==> config.mk <==
export PLATFORM = sky130hd
export DESIGN_NAME = mips_run_ctrl_flat
export DESIGN_NICKNAME = d
export VERILOG_FILES = /design/src/rtl/mips_run_ctrl_pkg.sv /design/src/rtl/mips_run_ctrl_if.sv /design/src/rtl/mips_run_ctrl_div.sv /design/src/rtl/mips_run_ctrl.sv /design/src/flat_wrapper.sv
export SDC_FILE = /design/constraint.sdc
export NUM_CORES = 1
export LEC_CHECK = 0
export CAP_MARGIN = 20
export CORE_MARGIN = 4
export CORE_UTILIZATION = 45
export CTS_CLUSTER_SIZE = 12
export DETAILED_ROUTE_END_ITERATION = 7
export GPL_ROUTABILITY_DRIVEN = 0
export GPL_TIMING_DRIVEN = 0
export PLACE_DENSITY = 0.73
export SKIP_LAST_GASP = 1
export SLEW_MARGIN = 20
export SYNTH_ARGS = -nofsm -noshare
export SYNTH_HDL_FRONTEND = slang
export SYNTH_SLANG_ARGS = --single-unit
export TNS_END_PERCENT = 1
==> constraint.sdc <==
create_clock -name CLK -period 4.6 [get_ports CLK]
set_input_delay 0.92 -clock CLK [delete_from_list [all_inputs] [get_ports CLK]]
set_output_delay 0.92 -clock CLK [all_outputs]
set_load 0.01 [all_outputs]
==> src/rtl/mips_run_ctrl_pkg.sv <==
// Shared state encoding, run-mode constants and helpers for the MIPS run/step controller.
package mips_ctrl_pkg;

   typedef enum logic [1:0] {
      HALT   = 2'd0,
      RUN    = 2'd1,
      STEP   = 2'd2,
      RSTSEQ = 2'd3
   } state_t;

   localparam logic [1:0] MODE_FULL  = 2'b00;
   localparam logic [1:0] MODE_SLOW  = 2'b01;
   localparam logic [1:0] MODE_VSLOW = 2'b10;
   localparam logic [1:0] MODE_BP    = 2'b11;

   localparam int DIV_W = 26;

   function automatic logic mode_is_slow(input logic [1:0] mode);
      return (mode == MODE_SLOW) || (mode == MODE_VSLOW);
   endfunction

endpackage

==> src/rtl/mips_run_ctrl_if.sv <==
// Board-side signals of the run controller: key/switch levels and PC in, CPU control out.
interface mips_run_ctrl_if;
   logic [1:0]  KEY;
   logic [9:0]  SW;
   logic [31:0] PC;
   logic        CPU_EN;
   logic        CPU_RST;
   logic        RUNNING;
   logic [15:0] STEP_CNT;

   modport master (
      input  KEY, SW, PC,
      output CPU_EN, CPU_RST, RUNNING, STEP_CNT
   );

   modport slave (
      output KEY, SW, PC,
      input  CPU_EN, CPU_RST, RUNNING, STEP_CNT
   );
endinterface

==> src/rtl/mips_run_ctrl_div.sv <==
// Slow-run rate divider: 1-cycle tick every SLOW_DIV or VSLOW_DIV enabled cycles.
module run_rate_div
   import mips_ctrl_pkg::*;
#(
   parameter int SLOW_DIV  = 12500000,
   parameter int VSLOW_DIV = 50000000
) (
   input  logic CLK,
   input  logic RST,
   input  logic clear,
   input  logic enable,
   input  logic sel_vslow,
   output logic tick
);
   localparam logic [DIV_W-1:0] SLOW_LAST  = DIV_W'(SLOW_DIV - 1);
   localparam logic [DIV_W-1:0] VSLOW_LAST = DIV_W'(VSLOW_DIV - 1);

   logic [DIV_W-1:0] cnt_q, cnt_d, last;

   always_comb begin
      last  = sel_vslow ? VSLOW_LAST : SLOW_LAST;
      tick  = enable && !clear && (cnt_q == last);
      cnt_d = cnt_q;
      if (clear)
         cnt_d = '0;
      else if (enable)
         cnt_d = tick ? '0 : cnt_q + DIV_W'(1);
   end

   always_ff @(posedge CLK) begin
      if (RST)
         cnt_q <= '0;
      else
         cnt_q <= cnt_d;
   end
endmodule

==> src/rtl/mips_run_ctrl.sv <==
// Run/step controller: sequences CPU clock-enable and reset from debounced keys and switches.
module mips_run_ctrl
   import mips_ctrl_pkg::*;
#(
   parameter int SLOW_DIV  = 12500000,
   parameter int VSLOW_DIV = 50000000,
   parameter int RST_CYC   = 16
) (
   input  logic            CLK,
   input  logic            RST,
   mips_run_ctrl_if.master bus
);
   localparam int              RC_W    = $clog2(RST_CYC) + 1;
   localparam logic [RC_W-1:0] RC_LAST = RC_W'(RST_CYC - 1);

   state_t            state_q, state_d;
   logic [1:0]        key_q, key_d, mode_q, mode_d, mode, press;
   logic              skip_bp_q, skip_bp_d;
   logic [RC_W-1:0]   rst_cnt_q, rst_cnt_d;
   logic              cpu_en_q, cpu_en_d, cpu_rst_q, cpu_rst_d, running_q, running_d;
   logic [15:0]       step_cnt_q, step_cnt_d;
   logic              rst_trig, bp_hit, div_clr, div_en, div_tick;
   logic              unused_pc;

   assign mode      = bus.SW[9:8];
   assign press     = key_q & ~bus.KEY;
   assign rst_trig  = (press[0] && !bus.KEY[1]) || (press[1] && !bus.KEY[0]);
   assign bp_hit    = (mode == MODE_BP) && (bus.PC[9:2] == bus.SW[7:0]) && !skip_bp_q;
   assign unused_pc = ^{bus.PC[31:10], bus.PC[1:0]};

   // Holding the divider cleared outside RUN guarantees a fresh count on every entry.
   assign div_en  = (state_q == RUN) && mode_is_slow(mode);
   assign div_clr = (state_q != RUN) || (mode != mode_q);

   run_rate_div #(
      .SLOW_DIV  (SLOW_DIV),
      .VSLOW_DIV (VSLOW_DIV)
   ) u_div (
      .CLK       (CLK),
      .RST       (RST),
      .clear     (div_clr),
      .enable    (div_en),
      .sel_vslow (mode == MODE_VSLOW),
      .tick      (div_tick)
   );

   always_comb begin
      state_d   = state_q;
      skip_bp_d = skip_bp_q;
      rst_cnt_d = rst_cnt_q;
      cpu_en_d  = 1'b0;
      key_d     = bus.KEY;
      mode_d    = mode;
      unique case (state_q)
         HALT: begin
            if (press[1]) begin
               state_d   = RUN;
               skip_bp_d = 1'b1;
               cpu_en_d  = !mode_is_slow(mode);
            end else if (press[0]) begin
               state_d  = STEP;
               cpu_en_d = 1'b1;
            end
         end
         RUN: begin
            if (cpu_en_q)
               skip_bp_d = 1'b0;
            if (press[1] || bp_hit)
               state_d = HALT;
            else
               cpu_en_d = mode_is_slow(mode) ? div_tick : 1'b1;
         end
         STEP: state_d = HALT;
         RSTSEQ: begin
            rst_cnt_d = rst_cnt_q + RC_W'(1);
            if (rst_cnt_q == RC_LAST)
               state_d = HALT;
         end
      endcase
      // A two-key chord restarts the CPU reset sequence from any state.
      if (rst_trig) begin
         state_d   = RSTSEQ;
         rst_cnt_d = '0;
         cpu_en_d  = 1'b0;
      end
      cpu_rst_d  = (state_d == RSTSEQ);
      running_d  = (state_d == RUN);
      step_cnt_d = (state_d == RSTSEQ) ? 16'h0000 : step_cnt_q + {15'd0, cpu_en_q};
   end

   always_ff @(posedge CLK) begin
      if (RST) begin
         state_q    <= HALT;
         key_q      <= 2'b00;
         mode_q     <= 2'b00;
         skip_bp_q  <= 1'b0;
         rst_cnt_q  <= '0;
         cpu_en_q   <= 1'b0;
         cpu_rst_q  <= 1'b0;
         running_q  <= 1'b0;
         step_cnt_q <= 16'h0000;
      end else begin
         state_q    <= state_d;
         key_q      <= key_d;
         mode_q     <= mode_d;
         skip_bp_q  <= skip_bp_d;
         rst_cnt_q  <= rst_cnt_d;
         cpu_en_q   <= cpu_en_d;
         cpu_rst_q  <= cpu_rst_d;
         running_q  <= running_d;
         step_cnt_q <= step_cnt_d;
      end
   end

   assign bus.CPU_EN   = cpu_en_q;
   assign bus.CPU_RST  = cpu_rst_q;
   assign bus.RUNNING  = running_q;
   assign bus.STEP_CNT = step_cnt_q;
endmodule

==> src/flat_wrapper.sv <==
// flat-port wrapper written by rule: the top's interface ports become plain ports
module mips_run_ctrl_flat import mips_ctrl_pkg::*;
#(
   parameter int SLOW_DIV  = 12500000,
   parameter int VSLOW_DIV = 50000000,
   parameter int RST_CYC   = 16
)
  (CLK, RST, bus_KEY, bus_SW, bus_PC, bus_CPU_EN, bus_CPU_RST, bus_RUNNING, bus_STEP_CNT);
  mips_run_ctrl_if bus_i ();
  input  logic CLK;
  input  logic RST;
  input wire logic [$bits(bus_i.KEY)-1:0] bus_KEY;
  input wire logic [$bits(bus_i.SW)-1:0] bus_SW;
  input wire logic [$bits(bus_i.PC)-1:0] bus_PC;
  output wire logic [$bits(bus_i.CPU_EN)-1:0] bus_CPU_EN;
  output wire logic [$bits(bus_i.CPU_RST)-1:0] bus_CPU_RST;
  output wire logic [$bits(bus_i.RUNNING)-1:0] bus_RUNNING;
  output wire logic [$bits(bus_i.STEP_CNT)-1:0] bus_STEP_CNT;
  assign bus_i.KEY = bus_KEY;
  assign bus_i.SW = bus_SW;
  assign bus_i.PC = bus_PC;
  assign bus_CPU_EN = bus_i.CPU_EN;
  assign bus_CPU_RST = bus_i.CPU_RST;
  assign bus_RUNNING = bus_i.RUNNING;
  assign bus_STEP_CNT = bus_i.STEP_CNT;
  mips_run_ctrl #(.SLOW_DIV(SLOW_DIV), .VSLOW_DIV(VSLOW_DIV), .RST_CYC(RST_CYC)) u_core (.CLK(CLK), .RST(RST), .bus(bus_i));
endmodule
* Yosys cells after proc, flatten, opt, wreduce, memory -nomap -nowiden *
Cells that the tools add are included.

word-level totals
  logic and storage cells = 68
  bits of input ports = 46
  output and inout port bits = 19
  register bits = 57

operators by class
  muxes and demuxes = 16
  bitwise logic cells = 2
  equality and inequality tests = 15
  reductions and logical operators = 22
  add/sub/neg operators = 3

operators by type and width
  cell                                                              count
  26-bit two-way mux                                                2
  26-bit by 1-bit adder with 26-bit output (second input constant)  1
  26-bit == test                                                    1
  16-bit by 1-bit adder with 16-bit output                          1
  2-bit == test (second input constant)                             5
  2-bit two-way mux                                                 5
  8-bit == test                                                     1
  2-bit case mux with 4 select lines                                1
  1-bit logical AND                                                 7
  2-bit by 1-bit == test with 1-bit output (second input constant)  3
  1-bit two-way mux                                                 6
  2-bit by 1-bit != test with 1-bit output (second input constant)  3
  2-bit OR reduction                                                3
  5-bit by 1-bit adder with 5-bit output (second input constant)    1
  5-bit by 4-bit == test with 1-bit output (second input constant)  1
  1-bit logical NOT                                                 5
  1-bit logical OR                                                  4
  1-bit case mux with 2 select lines                                2
  3-bit AND reduction                                               1
  2-bit AND                                                         1
  2-bit logical NOT                                                 1
  2-bit != test                                                     1
  2-bit inverter                                                    1
  2-bit nonzero test                                                1

* Longest topological paths before layout *
  word-level depth = 9
  mapped depth = 8

* Hierarchy *
Synthesis repeated with hierarchy kept, for this count alone.

unflattened totals
  cell total of the unflattened synthesis = 326
  area total of the unflattened synthesis = 2941.6 um^2

by module, submodules not included
  module         times used  area an instance (um^2)  cells an instance
  mips_run_ctrl  1           1569.0                   171
  run_rate_div   1           1372.6                   155

* Least setup slack after synthesis *
Ideal clock, no wire load.

  path type = input port to flip-flop
  from = in bus_SW[8]
  to = reg u_core.cpu_en_q, in the netlist u_core.bus.CPU_EN
  setup time = 0.079 ns
  stages on the path = 7
  data arrival time = 2.782 ns
  slack = 1.739 ns
  cells stage by stage = inv_1 -> ha_1 -> or4b_2 -> nand2_1 -> o2111ai_1 -> or4b_1 -> a211oi_2

between the ends
  word-level cells in the longest chain between the ends = 8

ends and longest elaborated chain
  element                                                                     RTL line              RTL
  start, declared                                                             flat_wrapper.sv:13    input wire logic [$bits(bus_i.SW)-1:0] bus_SW;
  parallel branches: the longest is 7 deep, another holds 26-bit two-way mux  --
  1-bit case mux with 2 select lines (*)                                      mips_run_ctrl.sv:54   unique case (state_q)
  end signal, assigned                                                        mips_run_ctrl.sv:108  cpu_en_q <= cpu_en_d;
  end, declared                                                               mips_run_ctrl.sv:20   logic cpu_en_q, cpu_en_d, cpu_rst_q, cpu_rst_d, running_q, running_d;

Every way passes the cells marked *.
A chain may end at the register's enable or synchronous reset.

* Worst setup path after layout *
  from = in bus_SW[8]
  to = reg u_core.u_div.cnt_q[20]

between the ends
  word-level cells in the longest chain between the ends = 6

ends and longest elaborated chain
  element                                                                     RTL line                 RTL
  parallel branches: the longest is 6 deep, another holds 26-bit two-way mux  --
  end signal, assigned                                                        mips_run_ctrl_div.sv:34  cnt_q <= cnt_d;
  end, declared                                                               mips_run_ctrl_div.sv:18  logic [DIV_W-1:0] cnt_q, cnt_d, last;

Several ways; the timed one is not identified.

==> impl_summary.log <==
INFO  metric run_status = complete, no violations
INFO  metric synth-warning-count = 0
INFO  metric timing.clock.skew = 0.0106 ns
INFO  metric static_leakage = 0.00120 uW
INFO  metric dr_total_vias = 2393
INFO  metric syn_to_final_growth = 24.3%
INFO  metric synth_top_cell_by_area = sky130_fd_sc_hd__dfxtp_1
INFO  metric reg2reg_depth = 7
INFO  metric synth_cells = 324
INFO  metric max_cap_violations = 0
INFO  metric grt_util_all_layers = 0.168
INFO  metric holdPathEnd = u_core.rst_cnt_q[1]
INFO  metric ios = 65
INFO  metric worstSetupPathType = input pin to register
INFO  metric grt_antenna_before_repair = 0
INFO  metric final_layout_size_suffix_gt1_frac = 0.0447
INFO  metric netlist-cell-type-count = 41
INFO  metric path_max_fanout = 9
INFO  metric whs_path_depth = 2
INFO  metric tritoncts.num_buffers = 9
INFO  metric tritoncts_num_sinks = 57
INFO  metric holdBufCountCts = 0
INFO  metric maxSlewViolCount = 0
INFO  metric ant_nets = 0
INFO  metric grt_overflow = 0
INFO  metric fin_worst_hold_slack = 0.488 ns
INFO  metric final-setup-viol-count = 0
INFO  metric min_from = u_core.rst_cnt_q[1]
INFO  metric critical-path-slowest-cell = sky130_fd_sc_hd__nor3b_1
INFO  metric cts_htree_levels = 3
INFO  metric crit-reg2reg-capture = u_core.u_div.cnt_q[2]
INFO  metric tightestPinTransition = 0.973 ns
INFO  metric x_dimension_of_the_die = 86.2 um
INFO  metric setup-tns-final = 0 ns
INFO  metric core.rowCount = 28
INFO  metric design.core.area = 5920 sq um
INFO  metric fin_nets = 428
INFO  metric fp.dieArea = 7420 sq um
INFO  metric synth-seq-cells = 57
INFO  metric rrSetupSlack = 1.90 ns
INFO  metric diodes = 0
INFO  metric timing.critical_path.required = 4.80 ns
INFO  metric via_per_inst = 5.26
INFO  metric pwr_density_cell = 288 nW/um^2
INFO  metric critical_path.startpoint = bus_SW[8]
INFO  metric synth_top_area_frac = 0.415
INFO  metric instances_no_fill = 455
INFO  metric grt_max_degree = 11
INFO  metric ys_top_cells_by_area = sky130_fd_sc_hd__dfxtp_1 42%, sky130_fd_sc_hd__xor2_1 11%, sky130_fd_sc_hd__nor2_1 7.5%
INFO  metric critical_path_startpoint_category = input pin
INFO  metric place.port_buffers = 40
INFO  metric place_inst = 439
INFO  metric dp.final_hpwl = 4290 um
INFO  metric clk_pin_slew = 0.07 ns
INFO  metric drc = 0
INFO  metric timing.final.crit_period = 3.39 ns
INFO  metric die_height = 86.2 um
INFO  metric highest_ir_drop_seen_on_vdd = 157 uV
INFO  metric regToRegStartpoint = u_core.u_div.cnt_q[0]
INFO  metric async_sr_flop_fraction = 0
INFO  metric synth.top_cells.by_count = 57 x sky130_fd_sc_hd__dfxtp_1, 55 x sky130_fd_sc_hd__nor2_1, 36 x sky130_fd_sc_hd__xor2_1
INFO  metric synth_most_common_cell = sky130_fd_sc_hd__dfxtp_1
INFO  metric first_global_vias = 2207
INFO  metric critical-path-max-stage-delay = 0.63 ns
INFO  metric drt_first_pass_iters = 4
INFO  metric endpoint_kind_of_the_worst_setup_timing_path = register
INFO  metric synth_fp_nets = 377
INFO  metric netlist_area = 2750 sq um
INFO  metric finalCritPeriodShare = 0.738
INFO  metric crit_chain = clkdlybuf4s50_1 -> inv_1 -> ha_1 -> nor3b_1 -> and4_1 -> clkbuf_1 -> nand4_1 -> xor2_1 -> nor2_1
INFO  metric total_detailed_routing_wirelength = 5800 um
INFO  metric max_freq = 295 MHz
INFO  metric cts_buffer_depth = 2
INFO  metric tritoncts = yes
INFO  metric worstSkewPairLatency = 0.32 ns
INFO  metric number_of_synthesized_flops_with_an_enable_pin = 0
INFO  metric cts_repair_resize_count = 0
INFO  metric finalHoldViolCount = 0
INFO  metric grt_pass1_wl = 9850 um
INFO  metric root_buffer = sky130_fd_sc_hd__clkbuf_8
INFO  metric rsz0062_at_grt = no
INFO  metric min-delay-path-class = register to register
INFO  metric synth_seq_area_share = 0.415
INFO  metric slew-limit-headroom = 0.345
INFO  metric initial_core_util = 0.464
INFO  metric post_cts_buffers = 0
INFO  metric syn_area_per_cell = 8.48 sq um
INFO  metric crit_family = simple AND/OR/NAND/NOR gates
INFO  metric synth_ff_type = sky130_fd_sc_hd__dfxtp_1
INFO  metric drt-wirelength-per-cell = 12.7 um
INFO  metric first_iter_violations = 130
INFO  metric critical_path_depth_in_cells = 9
INFO  metric critPathArrivalTime = 3.60 ns
INFO  metric critical_path.n_buffers_inverters = 3
## cell usage in the layout (no fill, tap or decap), drive strengths merged, types with 2 or more instances in the layout
| cell type | synthesis | routed |
|---|---|---|
| dfxtp | 57 | 57 |
| nor2 | 55 | 55 |
| clkdlybuf4s50 | 0 | 40 |
| xor2 | 36 | 36 |
| clkbuf | 12 | 25 |
| nand2 | 24 | 24 |
| nand3 | 21 | 21 |
| nand4 | 14 | 14 |
| and3 | 11 | 11 |
| xnor2 | 10 | 10 |
| a21oi | 9 | 9 |
| inv | 7 | 7 |
| ha | 7 | 7 |
| nor3 | 6 | 6 |
| and4 | 6 | 6 |
| nor4 | 5 | 5 |
| or3 | 5 | 5 |
| nor2b | 4 | 4 |
| nand2b | 3 | 3 |
| o21ai | 3 | 3 |
| a31oi | 3 | 3 |
| clkinv | 0 | 3 |
| or4b | 3 | 3 |
| nand4b | 2 | 2 |
| o21bai | 2 | 2 |
| nor3b | 2 | 2 |
| and2 | 2 | 2 |
| a211oi | 2 | 2 |
## worst min-delay path, cell delays in order (launching register included)
cell                      delay, ns
sky130_fd_sc_hd__dfxtp_1       0.33
sky130_fd_sc_hd__nand2_1       0.06
sky130_fd_sc_hd__a21oi_1       0.05
## layer usage
layer | part of all wire | up-vias | GRT usage
met4 | 0.016 | 0 | 0.0777
met1 | 0.47 | 1111 | 0.209
met5 | 0 | - | 0
met3 | 0.039 | 8 | 0.0403
li1 | - | 1223 | -
met2 | 0.47 | 51 | 0.271
## per-stage QoR
step                      instance area (sq um)  power [uW]  setup slack [ns]  utilization
after floorplan                            2750         554              1.74            -
after global placement                     3240         586             0.912        0.548
after detailed placement                   3240         588             0.873        0.548
after CTS                                  3420         997              1.22        0.577
after global routing                       3420        1030              1.03        0.577
final                                      3420         983              1.21        0.577
## kinds of logic (layout without fill, tap and decap cells)
kind of cell | after synthesis | count (layout) | synth area share
DFF | 57 | 57 | 0.415
xor gates and xnor gates | 46 | 46 | 0.147
buffers and inverters | 19 | 75 | 0.0259
adders and majority gates | 7 | 7 | 0.0319
and+or+nand+nor | 170 | 170 | 0.321
muxes | 1 | 1 | 0.00364
AOI/OAI and AO/OA | 24 | 24 | 0.0560
## how the worst max path moves through the flow
stage                             endpoint  slack, ns
floorplan                u_core.bus.CPU_EN       1.74
global placement    u_core.u_div.cnt_q[20]       0.91
detailed placement   u_core.u_div.cnt_q[8]       0.87
CTS                  u_core.u_div.cnt_q[8]       1.22
global route         u_core.u_div.cnt_q[4]       1.03
finish              u_core.u_div.cnt_q[20]       1.21
## power breakdown
part	internal (uW)	switching (uW)
clock	222	184
sequential	501	4.30
combinational	37.8	33.9
total	761	222
## sequential cells by signal (all words and copies together), names as in the netlist
register	cells
u_core.bus.CPU_RST	1
u_core.state_q	2
u_core.rst_cnt_q	5
u_core.skip_bp_q	1
u_core.bus.RUNNING	1
u_core.mode_q	2
u_core.bus.CPU_EN	1
u_core.bus.STEP_CNT	16
u_core.key_q	2
u_core.u_div.cnt_q	26
## final cells by class
class	count	area, sq um
sequential	57	1140
timing repair buffer	40	400
inverter	7	26.3
clock buffer	13	159
tap	75	93.8
multi-input combinational	248	1540
fill	528	2500
clock inverter	3	15.0
buffer	12	45.0
Power figures use the tool's default switching activity.
